[src/rtl/slow_sample_buffer.sv]
// Decimating sample capture into a small FIFO, single slow_clk domain.
// Optional peak tracker enabled by defining SLOW_SAMPLE_PEAK_EN.
module slow_sample_buffer #(
    parameter int N     = 12,
    parameter int DEPTH = 8
) (
    input  logic                       slow_clk,
    input  logic                       reset,
    input  logic [N-1:0]               sample_in,
    input  logic                       enable,
    input  logic [7:0]                 decim,
    output logic [N-1:0]               out_data,
    output logic                       out_valid,
    input  logic                       out_ready,
    output logic [$clog2(DEPTH):0]     level,
    output logic                       overflow,
    input  logic                       overflow_clr
`ifdef SLOW_SAMPLE_PEAK_EN
    ,
    output logic [N-1:0]               peak
`endif
);

    localparam int AW = $clog2(DEPTH);
    localparam int LW = AW + 1;
    localparam logic [LW-1:0] FULL = LW'(DEPTH);

    logic [7:0]    cnt;
    logic [AW-1:0] wr_ptr;
    logic [AW-1:0] rd_ptr;
    logic [N-1:0]  mem [DEPTH];

    logic cap;
    logic full;
    logic pop;
    logic push;
    logic drop;

    assign cap  = enable && (cnt == decim);
    assign full = (level == FULL);
    assign pop  = out_valid && out_ready;
    // A pop in the same cycle frees the slot, so a full FIFO still accepts.
    assign push = cap && (!full || pop);
    assign drop = cap && full && !pop;

    assign out_valid = (level != '0);
    assign out_data  = out_valid ? mem[rd_ptr] : '0;

    always_ff @(posedge slow_clk) begin
        if (!reset && push)
            mem[wr_ptr] <= sample_in;
    end

    always_ff @(posedge slow_clk) begin
        if (reset) begin
            cnt      <= '0;
            wr_ptr   <= '0;
            rd_ptr   <= '0;
            level    <= '0;
            overflow <= 1'b0;
        end else begin
            if (!enable || cap)
                cnt <= '0;
            else
                cnt <= cnt + 8'd1;

            if (push)
                wr_ptr <= wr_ptr + AW'(1);
            if (pop)
                rd_ptr <= rd_ptr + AW'(1);

            unique case ({push, pop})
                2'b10:   level <= level + LW'(1);
                2'b01:   level <= level - LW'(1);
                default: level <= level;
            endcase

            if (drop)
                overflow <= 1'b1;
            else if (overflow_clr)
                overflow <= 1'b0;
        end
    end

`ifdef SLOW_SAMPLE_PEAK_EN
    always_ff @(posedge slow_clk) begin
        if (reset)
            peak <= '0;
        else if (overflow_clr)
            peak <= push ? sample_in : '0;
        else if (push && (sample_in > peak))
            peak <= sample_in;
    end
`endif

endmodule

[config.mk]
export PLATFORM = sky130hd
export DESIGN_NAME = slow_sample_buffer
export DESIGN_NICKNAME = d
export VERILOG_FILES = /design/src/rtl/slow_sample_buffer.sv
export SDC_FILE = /design/constraint.sdc
export NUM_CORES = 1
export LEC_CHECK = 0
export CORE_AREA = 2 2 100 92
export DETAILED_ROUTE_END_ITERATION = 8
export DIE_AREA = 0 0 102 94
export MAX_ROUTING_LAYER = met4
export PLACE_DENSITY = 0.89
export SYNTH_ARGS = -nofsm -noshare
export SYNTH_HDL_FRONTEND = slang
export SYNTH_SLANG_ARGS = --single-unit
export TNS_END_PERCENT = 10
[constraint.sdc]
create_clock -name slow_clk -period 3.88 [get_ports slow_clk]
set_input_delay 0.582 -clock slow_clk [delete_from_list [all_inputs] [get_ports slow_clk]]
set_output_delay 0.582 -clock slow_clk [all_outputs]
set_load 0.01 [all_outputs]
==> flow_metrics.env, run 1 <==
export IMPL_fin_worst_skew_ns=0.01234
export IMPL_syn_avg_cell_area_sq_um=16.96
export IMPL_rrSetupSlack_ns=1.12
export IMPL_cp_endpoint="out_data[4]"
export IMPL_area_growth_syn_to_layout_pct=24.63
export IMPL_first_iter_violations=185
export IMPL_peakVddDrop_mv=0.3571
export IMPL_core_sq_um=8488
export IMPL_worstPathArrival_ns=2.61
export IMPL_switching_share_pct=22.66
export IMPL_clkLatencyLatePin_ns=0.52
export IMPL_rsz0062_at_grt="false"
export IMPL_netlist_area_sq_um=4765
export IMPL_antenna_found_initial=0
export IMPL_drtPass1Iterations=4
export IMPL_slew_limit_headroom_pct=43.70
export IMPL_required_ns=3.30
export IMPL_worst_pin_slew_ns=0.8434
export IMPL_tritoncts="built"
export IMPL_p_leak_nw=1.954
export IMPL_path_class="register to output port"
export IMPL_clkPwrFrac_pct=43.6
export IMPL_power_frac_comb_pct=12.3
export IMPL_gp_congestion=0.8014
export IMPL_r2r_start="level[3]$_SDFFE_PP0P_"
export IMPL_wl_per_cell_um=19.09
export IMPL_drc=0
export IMPL_clk_pin_slew_worst_paths_ns=0.06
export IMPL_postCtsSetupBuffers=0
export IMPL_cts_buffers=17
export IMPL_dieWidth_um=102
export IMPL_p_per_area_nw_per_um2=531.9
export IMPL_seqPwrFrac_pct=44.1
export IMPL_end_kind="output port"
export IMPL_vias=2632
export IMPL_nets=377
export IMPL_num_rows=32
export IMPL_cts_hold_buffers_added=0
export IMPL_root_buffer="clkbuf_8"
export IMPL_port_buffers=42
export IMPL_overflow=0
export IMPL_syn_nets=312
export IMPL_synth_seq_cells=118
export IMPL_grt_max_degree=25
export IMPL_switchingPower_mw=0.7157
export IMPL_final_common_cell="edfxtp_1"
export IMPL_synthCells=281
export IMPL_cts_repair_resized=0
export IMPL_hold_ws_ns=0.4801
export IMPL_crit_path_cell_trace="buf_4 > mux4_2 > mux2i_1 > nor2_1 > clkdlybuf4s50_1"
export IMPL_n_antenna_cell=0
export IMPL_setup_viol=0
export IMPL_slowest_stage="mux4_2"
export IMPL_vias_per_cell=5.506
export IMPL_grt_pass1_vias=2730
export IMPL_cts_buffer_depth=2
export IMPL_synth_top_area_share_pct=60.50
export IMPL_drive_above_1_share_pct=20.33
export IMPL_crit_path_max_incr_delay_ns=0.60
export IMPL_cts_max_level=4
export IMPL_final_antenna_net_count=0
export IMPL_layout_common_cells="edfxtp_1 (96), clkdlybuf4s50_1 (42), nor2_1 (40)"
export IMPL_tns_ns=0
export IMPL_finalCritPeriodShare_pct=82.20
export IMPL_die_area_sq_um=9588
export IMPL_hold_path_depth=1
export IMPL_die_y_um=94
export IMPL_slew_violations=0
export IMPL_hpwl_um=5531
export IMPL_drv_cap=0
export IMPL_ys_seq_area_share_pct=69.75
export IMPL_outcome="finished clean"
export IMPL_initial_utilization_pct=56.13
export IMPL_synthDistinctLibCells=33
export IMPL_yosysTopAreaCell="edfxtp_1"
export IMPL_r2r_cells=12
export IMPL_grt_pass1_wl_um=14330
export IMPL_io_pins=43
export IMPL_r2r_end="level[3]$_SDFFE_PP0P_"
export IMPL_cp_max_fo=24
export IMPL_p_int_mw=2.443
export IMPL_synth_warnings=0
export IMPL_hp_class="register to register"
export IMPL_hold_viol=0
export IMPL_synthTopCellsByArea="edfxtp_1 (61%), mux4_2 (11%), dfxtp_1 (9.2%), nor2_1 (3.2%), mux2i_1 (2.7%)"
export IMPL_min_period_ns=3.189
export IMPL_critPathLaunchType="register"
export IMPL_clkSinkCount=118
export IMPL_wl_um=9126
export IMPL_hold_start="cnt[0]$_SDFF_PP0_"
export IMPL_grtUsageTotal_pct=22.06
export IMPL_fmax_ghz=0.3135
-- synthesized netlist by cell type --
cell type	instances
a21bo_2	1
and4_1	2
xnor2_1	11
buf_2	2
a21oi_2	1
nor4_1	3
mux4_2	24
xor2_1	6
a211o_1	1
clkbuf_1	6
buf_1	2
ha_1	5
mux2i_1	13
nand2b_1	4
inv_1	6
a22oi_1	1
nand4_1	2
nor4_2	1
a21oi_1	5
nor3_1	1
nor4_4	1
nor2_1	40
mux2_1	4
nand3b_1	2
dfxtp_1	22
nand2_1	7
edfxtp_1	96
and3_1	2
nor2b_1	3
fa_1	1
a21o_1	1
nand3_1	4
and2_4	1
-- critical path: cells and delay by family, from the launching register on --
kind | cells | cell delay, ns
mux | 2 | 0.77
buf+inv | 2 | 0.91
simple gates | 1 | 0.08
flops | 1 | 0.31
-- worst min-delay path by stage --
stage	slack [ns]	end
floorplan	0.44	cnt[0]$_SDFF_PP0_
global placement	0.46	cnt[0]$_SDFF_PP0_
detailed placement	0.47	cnt[0]$_SDFF_PP0_
CTS	0.48	cnt[0]$_SDFF_PP0_
global route	0.51	cnt[0]$_SDFF_PP0_
finish	0.48	cnt[0]$_SDFF_PP0_
-- power groups by stage --
stage / registers (mW) / logic (mW) / clock network [mW]
global placement: 1.42 / 0.383 / 0
detailed placement: 1.42 / 0.392 / 0
finish: 1.39 / 0.390 / 1.38
CTS: 1.39 / 0.397 / 1.40
global route: 1.39 / 0.423 / 1.46
floorplan: 1.42 / 0.222 / 0
-- layer usage --
metal | GRT usage (%) | part of all wire [%]
met2 | 33.44 | 50
met3 | 5.952 | 6.0
met1 | 27.10 | 41
met4 | 12.22 | 3.2
met5 | - | 0
-- cell type report --
type | count | area [sq um]
flip-flops and latches | 118 | 3323
fillers | 526 | 2550
multi-input cells | 147 | 1391
repair buffers | 56 | 525.5
clock buffers | 22 | 442.9
well taps | 119 | 148.9
clock inverters | 10 | 83.83
inverters | 6 | 22.52
-- registers in the layout, indices dropped and copies added, names as in the netlist, named ones only --
name	count
mem	96
wr_ptr	3
overflow	1
cnt	8
level	4
rd_ptr	3
-- stage by stage --
stage	utilization [%]	setup slack (ns)	area [sq um]	power (mW)	cells
2_1_floorplan	-	0.7018	4765	1.639	281
3_3_place_gp	63.75	0.6633	5411	1.800	446
3_5_place_dp	63.75	0.5211	5411	1.809	446
4_1_cts	69.96	0.6179	5938	3.193	478
5_1_grt	69.96	0.5577	5938	3.272	478
6_report	69.96	0.6905	5938	3.159	478
-- kinds of logic after synthesis --
group,share of synthesized area [%]
mux,15.02
fa+ha+maj,1.733
flops,69.75
simple gates,7.642
xor+xnor,3.125
buf+inv,1.313
compound gates,1.418
(Power assumes the default switching activity.)
==> run 2: changes to the inputs <==
Settings changed: CORE_AREA 2 2 100 92 to 2 2 105 97, DIE_AREA 0 0 102 94 to 0 0 107 99, PLACE_DENSITY 0.89 to 0.85.
Clock period 3.88 ns to 2.55 ns, I/O delays scaled along.
==> run 2 against run 1 <==
Core utilization fell by 3.2 points. Largest cell class unchanged. Final cell count rose by 6.9%. Die area rose by 10%. Global-route usage fell by 1.1 points.
==> flow_metrics.env, run 2 (same netlist as run 1, synthesis figures left out) <==
export IMPL_fin_worst_skew_ns=0.009997
export IMPL_peakVddDrop_mv=0.4196
export IMPL_initial_utilization_pct=50.22
export IMPL_drtPass1Iterations=4
export IMPL_p_leak_nw=2.179
export IMPL_p_per_area_nw_per_um2=813.4
export IMPL_hold_ws_ns=0.4384
export IMPL_dp_cells=475
export IMPL_wl_per_cell_um=20.11
export IMPL_hold_path_depth=1
export IMPL_slew_violations=0
export IMPL_root_buffer="clkbuf_8"
export IMPL_num_rows=34
export IMPL_grt_pass1_vias=3014
export IMPL_n_antenna_cell=0
export IMPL_clkLatencyLatePin_ns=0.51
export IMPL_worstSetupStartpoint="decim[5]"
export IMPL_final_common_cell="edfxtp_1"
export IMPL_top_register="mem"
export IMPL_overflow=0
export IMPL_rrSetupSlack_ns=0.04
export IMPL_required_ns=2.93
export IMPL_final_antenna_net_count=0
export IMPL_path_class="input port to register"
export IMPL_grt_pass1_wl_um=15700
export IMPL_reg_top3="mem: 96 flops, cnt: 8 flops, level: 4 flops"
export IMPL_drc=0
export IMPL_drive_above_1_share_pct=29.35
export IMPL_tritoncts="built"
export IMPL_gp_congestion=0.7789
export IMPL_first_iter_violations=276
export IMPL_die_area_sq_um=10590
export IMPL_drv_cap=0
export IMPL_largest_reg_flops=96
export IMPL_cp_max_fo=2
export IMPL_outcome="finished clean"
export IMPL_fillCellCount=602
export IMPL_core_sq_um=9487
export IMPL_dieWidth_um=107
export IMPL_io_pins=43
export IMPL_die_y_um=99
export IMPL_clkSinkCount=118
export IMPL_multiInputGateArea_sq_um=1448
export IMPL_r2r_start="cnt[7]$_SDFF_PP0_"
export IMPL_hp_class="register to register"
export IMPL_finalPower_mw=5.149
export IMPL_vias_per_cell=5.481
export IMPL_min_to="cnt[0]$_SDFF_PP0_"
export IMPL_cts_buffer_depth=2
export IMPL_hold_start="cnt[0]$_SDFF_PP0_"
export IMPL_setup_viol=0
export IMPL_grt_max_degree=25
export IMPL_slew_limit_headroom_pct=76.15
export IMPL_wl_um=10270
export IMPL_end_kind="register"
export IMPL_worst_pin_slew_ns=0.3549
export IMPL_antenna_found_initial=0
export IMPL_layout_common_cells="edfxtp_1 (96), nor2_1 (40), buf_4 (37)"
export IMPL_cts_max_level=4
export IMPL_final_util_pct=66.72
export IMPL_vias=2801
export IMPL_nets=404
export IMPL_grtUsageTotal_pct=21.00
export IMPL_clk_pin_slew_worst_paths_ns=0.05
export IMPL_min_period_ns=2.535
export IMPL_cts_buffers=17
export IMPL_critPathLaunchType="input port"
export IMPL_worstPathArrival_ns=2.92
export IMPL_port_buffers=42
export IMPL_finalCritPeriodShare_pct=99.42
export IMPL_r2r_end="level[3]$_SDFFE_PP0P_"
export IMPL_hpwl_um=6088
export IMPL_hold_viol=0
export IMPL_r2r_cells=11
export IMPL_fin_cells=511
export IMPL_fmax_ghz=0.3944
export IMPL_area_growth_syn_to_layout_pct=32.85
export IMPL_final_seq_area_sq_um=3334
==> run 2: worst max-delay path: stages <==
cell and delay [ns]:
clkdlybuf4s50_1 0.45, xnor2_2 0.23, nand4_1 0.19, nor3_2 0.23, nand2b_4 0.16, inv_1 0.06
ha_1 0.28, a21o_1 0.20, a21oi_2 0.15, nor2_1 0.07, a22oi_2 0.15, mux2_1 0.35
==> run 2: worst max-delay path by stage <==
stage,to,slack (ns)
after CTS,out_data[8],0.0007
after global placement,level[3]$_SDFFE_PP0P_,-0.28
after floorplan,mem[1][0]$_DFFE_PP_,-0.41
after global routing,level[3]$_SDFFE_PP0P_,-0.06
after detailed placement,level[3]$_SDFFE_PP0P_,-0.38
final,level[3]$_SDFFE_PP0P_,0.01
==> run 2: layout make-up <==
type | count | area share, %
Clock buffer | 20 | 6.721
Clock inverter | 11 | 2.491
Inverter | 6 | 0.3558
Multi-Input combinational cell | 147 | 22.87
Sequential cell | 118 | 52.68
Tap cell | 126 | 2.491
Timing Repair Buffer | 83 | 12.39
==> run 2: per-layer routing <==
layer  routed length [um]  GRT usage (%)  up-vias
met5                    0              -        -
met2                 5465          35.03       91
met1                 4195          24.68     1434
met4                   87          6.693        0
li1                     -              -     1265
met3                  526          6.151       11
==> run 2: through the flow <==
step                      instance area, sq um  setup TNS (ns)  setup slack (ns)
after floorplan                           4771          -4.900           -0.4084
after global placement                    5610         -0.6750           -0.2793
after detailed placement                  5610          -2.909           -0.3782
after CTS                                 6216               0         0.0006919
after global routing                      6330        -0.06709          -0.06374
final                                     6330               0           0.01468
==> run 2: report_power, final <==
part           internal [mW]  total [mW]  switching, mW
Combinational          0.369       0.676          0.307
Clock                   1.57        2.35          0.780
Sequential              2.10        2.13         0.0256
Total                   4.04        5.15           1.11
==> run 2: timing repair <==
action / in CTS / in global routing
buffers inserted: 0 / 3
hold buffers: 0 / 0
gates cloned: 1 / 1
endpoints found under the setup margin: 13 / 7
gates resized for setup: 17 / 19
pin swaps: 0 / 8
==> run 3: changes to the inputs <==
Settings changed: SKIP_LAST_GASP set to 1.
==> run 3 against run 2 <==
The flow now finishes with violations (setup timing). Cell area down 1.3%. Sequential power about the same. Worst setup slack worse by 0.18 ns. Core utilization down 0.90 points. Global-route usage about the same. Clock skew down 0.0031 ns. Critical path type is now register to output port. Largest cell class unchanged.
==> flow_metrics.env, run 3 (same netlist as run 1, synthesis figures left out) <==
export IMPL_die_area_sq_um=10590
export IMPL_drive_above_1_share_pct=25.59
export IMPL_grt_pass1_vias=3015
export IMPL_drc=0
export IMPL_fillCellCount=628
export IMPL_worstPathArrival_ns=2.33
export IMPL_top_register="mem"
export IMPL_area_growth_syn_to_layout_pct=31.07
export IMPL_clk_pin_slew_worst_paths_ns=0.05
export IMPL_drv_cap=0
export IMPL_clkSinkCount=118
export IMPL_cts_buffers=17
export IMPL_gp_congestion=0.7789
export IMPL_violations="setup timing"
export IMPL_cts_max_level=4
export IMPL_fin_ws_ns=-0.1654
export IMPL_multiInputGateArea_sq_um=1396
export IMPL_grtUsageTotal_pct=20.97
export IMPL_rsz0062_at_grt="true"
export IMPL_hold_viol=0
export IMPL_wl_um=9979
export IMPL_fmax_ghz=0.3683
export IMPL_final_seq_area_sq_um=3327
export IMPL_peakVddDrop_mv=0.4859
export IMPL_tritoncts="built"
export IMPL_min_period_ns=2.715
export IMPL_crit_family="multiplexers"
export IMPL_critPathLaunchType="register"
export IMPL_slowest_stage="mux4_2"
export IMPL_dieWidth_um=107
export IMPL_finalCritPeriodShare_pct=106.5
export IMPL_reg_top3="mem: 96 flops, cnt: 8 flops, level: 4 flops"
export IMPL_io_pins=43
export IMPL_p_leak_nw=2.147
export IMPL_num_rows=34
export IMPL_dpl_instance_area_sq_um=5610
export IMPL_crit_path_max_incr_delay_ns=0.51
export IMPL_cts_buffer_depth=2
export IMPL_root_buffer="clkbuf_8"
export IMPL_port_buffers=42
export IMPL_end_kind="output port"
export IMPL_hp_class="register to register"
export IMPL_grt_pass1_wl_um=15670
export IMPL_final_common_cell="edfxtp_1"
export IMPL_final_antenna_net_count=0
export IMPL_slew_limit_headroom_pct=75.49
export IMPL_fin_worst_skew_ns=0.006884
export IMPL_core_sq_um=9487
export IMPL_antenna_found_initial=0
export IMPL_cts_hold_buffers_added=0
export IMPL_wl_per_cell_um=19.61
export IMPL_cp_max_fo=12
export IMPL_hpwl_um=6088
export IMPL_drtPass1Iterations=5
export IMPL_grt_max_degree=25
export IMPL_vias=2775
export IMPL_worst_pin_slew_ns=0.3647
export IMPL_nets=402
export IMPL_slew_violations=0
export IMPL_p_per_area_nw_per_um2=822.9
export IMPL_dp_cells=475
export IMPL_die_y_um=99
export IMPL_crit_path_cell_trace="buf_16 > mux4_2 > mux2i_1 > nor2_1 > clkdlybuf4s50_1"
export IMPL_n_antenna_cell=0
export IMPL_outcome="finished, violations left"
export IMPL_critPathBufInv=2
export IMPL_initial_utilization_pct=50.22
export IMPL_fin_cells=509
export IMPL_largest_reg_flops=96
export IMPL_required_ns=2.17
export IMPL_stdcell_area_sq_um=6245
export IMPL_clkLatencyLatePin_ns=0.51
export IMPL_layout_common_cells="edfxtp_1 (96), nor2_1 (40), clkdlybuf4s50_1 (39)"
export IMPL_vias_per_cell=5.452
export IMPL_overflow=0
export IMPL_first_iter_violations=133
export IMPL_path_class="register to output port"
export IMPL_setup_viol=12
run 3: changes by cell type in the layout (fill, tap and decap cells not counted), sizes merged:
cell           delta
dlygate4sd2       -3
clkdlybuf4s15     -7
buf               -1
clkdlybuf4s50     +9
dlymetal6s2s      +1
clkbuf            -1
run 3: final timing paths:
check,start,end,slack [ns],cells after the start
setup reg to reg,cnt[0]$_SDFF_PP0_,level[3]$_SDFFE_PP0P_,-0.02,11
hold reg to reg,cnt[0]$_SDFF_PP0_,cnt[0]$_SDFF_PP0_,0.47,1
setup / recovery,register,out_data[7],-0.17,5
hold / removal,cnt[0]$_SDFF_PP0_,cnt[0]$_SDFF_PP0_,0.47,1
run 3: cell type report:
class	count	share of cell area, %
Tap cell	126	2.525
Multi-Input combinational cell	147	22.36
Clock buffer	20	6.812
Clock inverter	11	2.525
Inverter	6	0.3606
Timing Repair Buffer	81	12.14
Sequential cell	118	53.28
run 3: routing by layer:
metal | up-vias | track usage [%] | wire [um]
met2 | 103 | 35.08 | 5194
met4 | 0 | 6.693 | 174
li1 | 1257 | - | -
met1 | 1395 | 24.55 | 3965
met5 | - | - | 0
met3 | 20 | 6.151 | 645
run 3: worst register-to-register path: cells and delay by family (launching register included):
family | cells | cell delay [ns]
xor+xnor | 1 | 0.20
compound gates | 3 | 0.60
flops | 1 | 0.34
mux | 1 | 0.36
fa+ha+maj | 1 | 0.27
simple gates | 4 | 0.61
buf+inv | 1 | 0.06
run 3: what timing repair did:
item,in CTS,in global routing
gates cloned,1,0
setup endpoints to repair,13,14
gates resized for setup,5,2
setup buffers,0,2
run 3: through the flow:
step	hold slack (ns)	total power, mW	worst slack, ns	setup TNS, ns	utilization, %
6_report	0.4710	5.139	-0.1654	-1.099	65.83
5_1_grt	0.4939	5.297	-0.2430	-2.207	65.83
4_1_cts	0.4754	5.175	-0.1947	-1.488	65.59
3_5_place_dp	0.4629	2.801	-0.3782	-2.909	59.14
3_3_place_gp	0.4611	2.782	-0.2793	-0.6750	59.14
2_1_floorplan	0.4366	2.494	-0.4084	-4.900	-
run 3: report_power, final:
part	internal, mW	leakage [nW]	switching [mW]
sequential	2.10	1.04	0.0220
combinational	0.372	0.826	0.301
clock	1.57	0.280	0.777
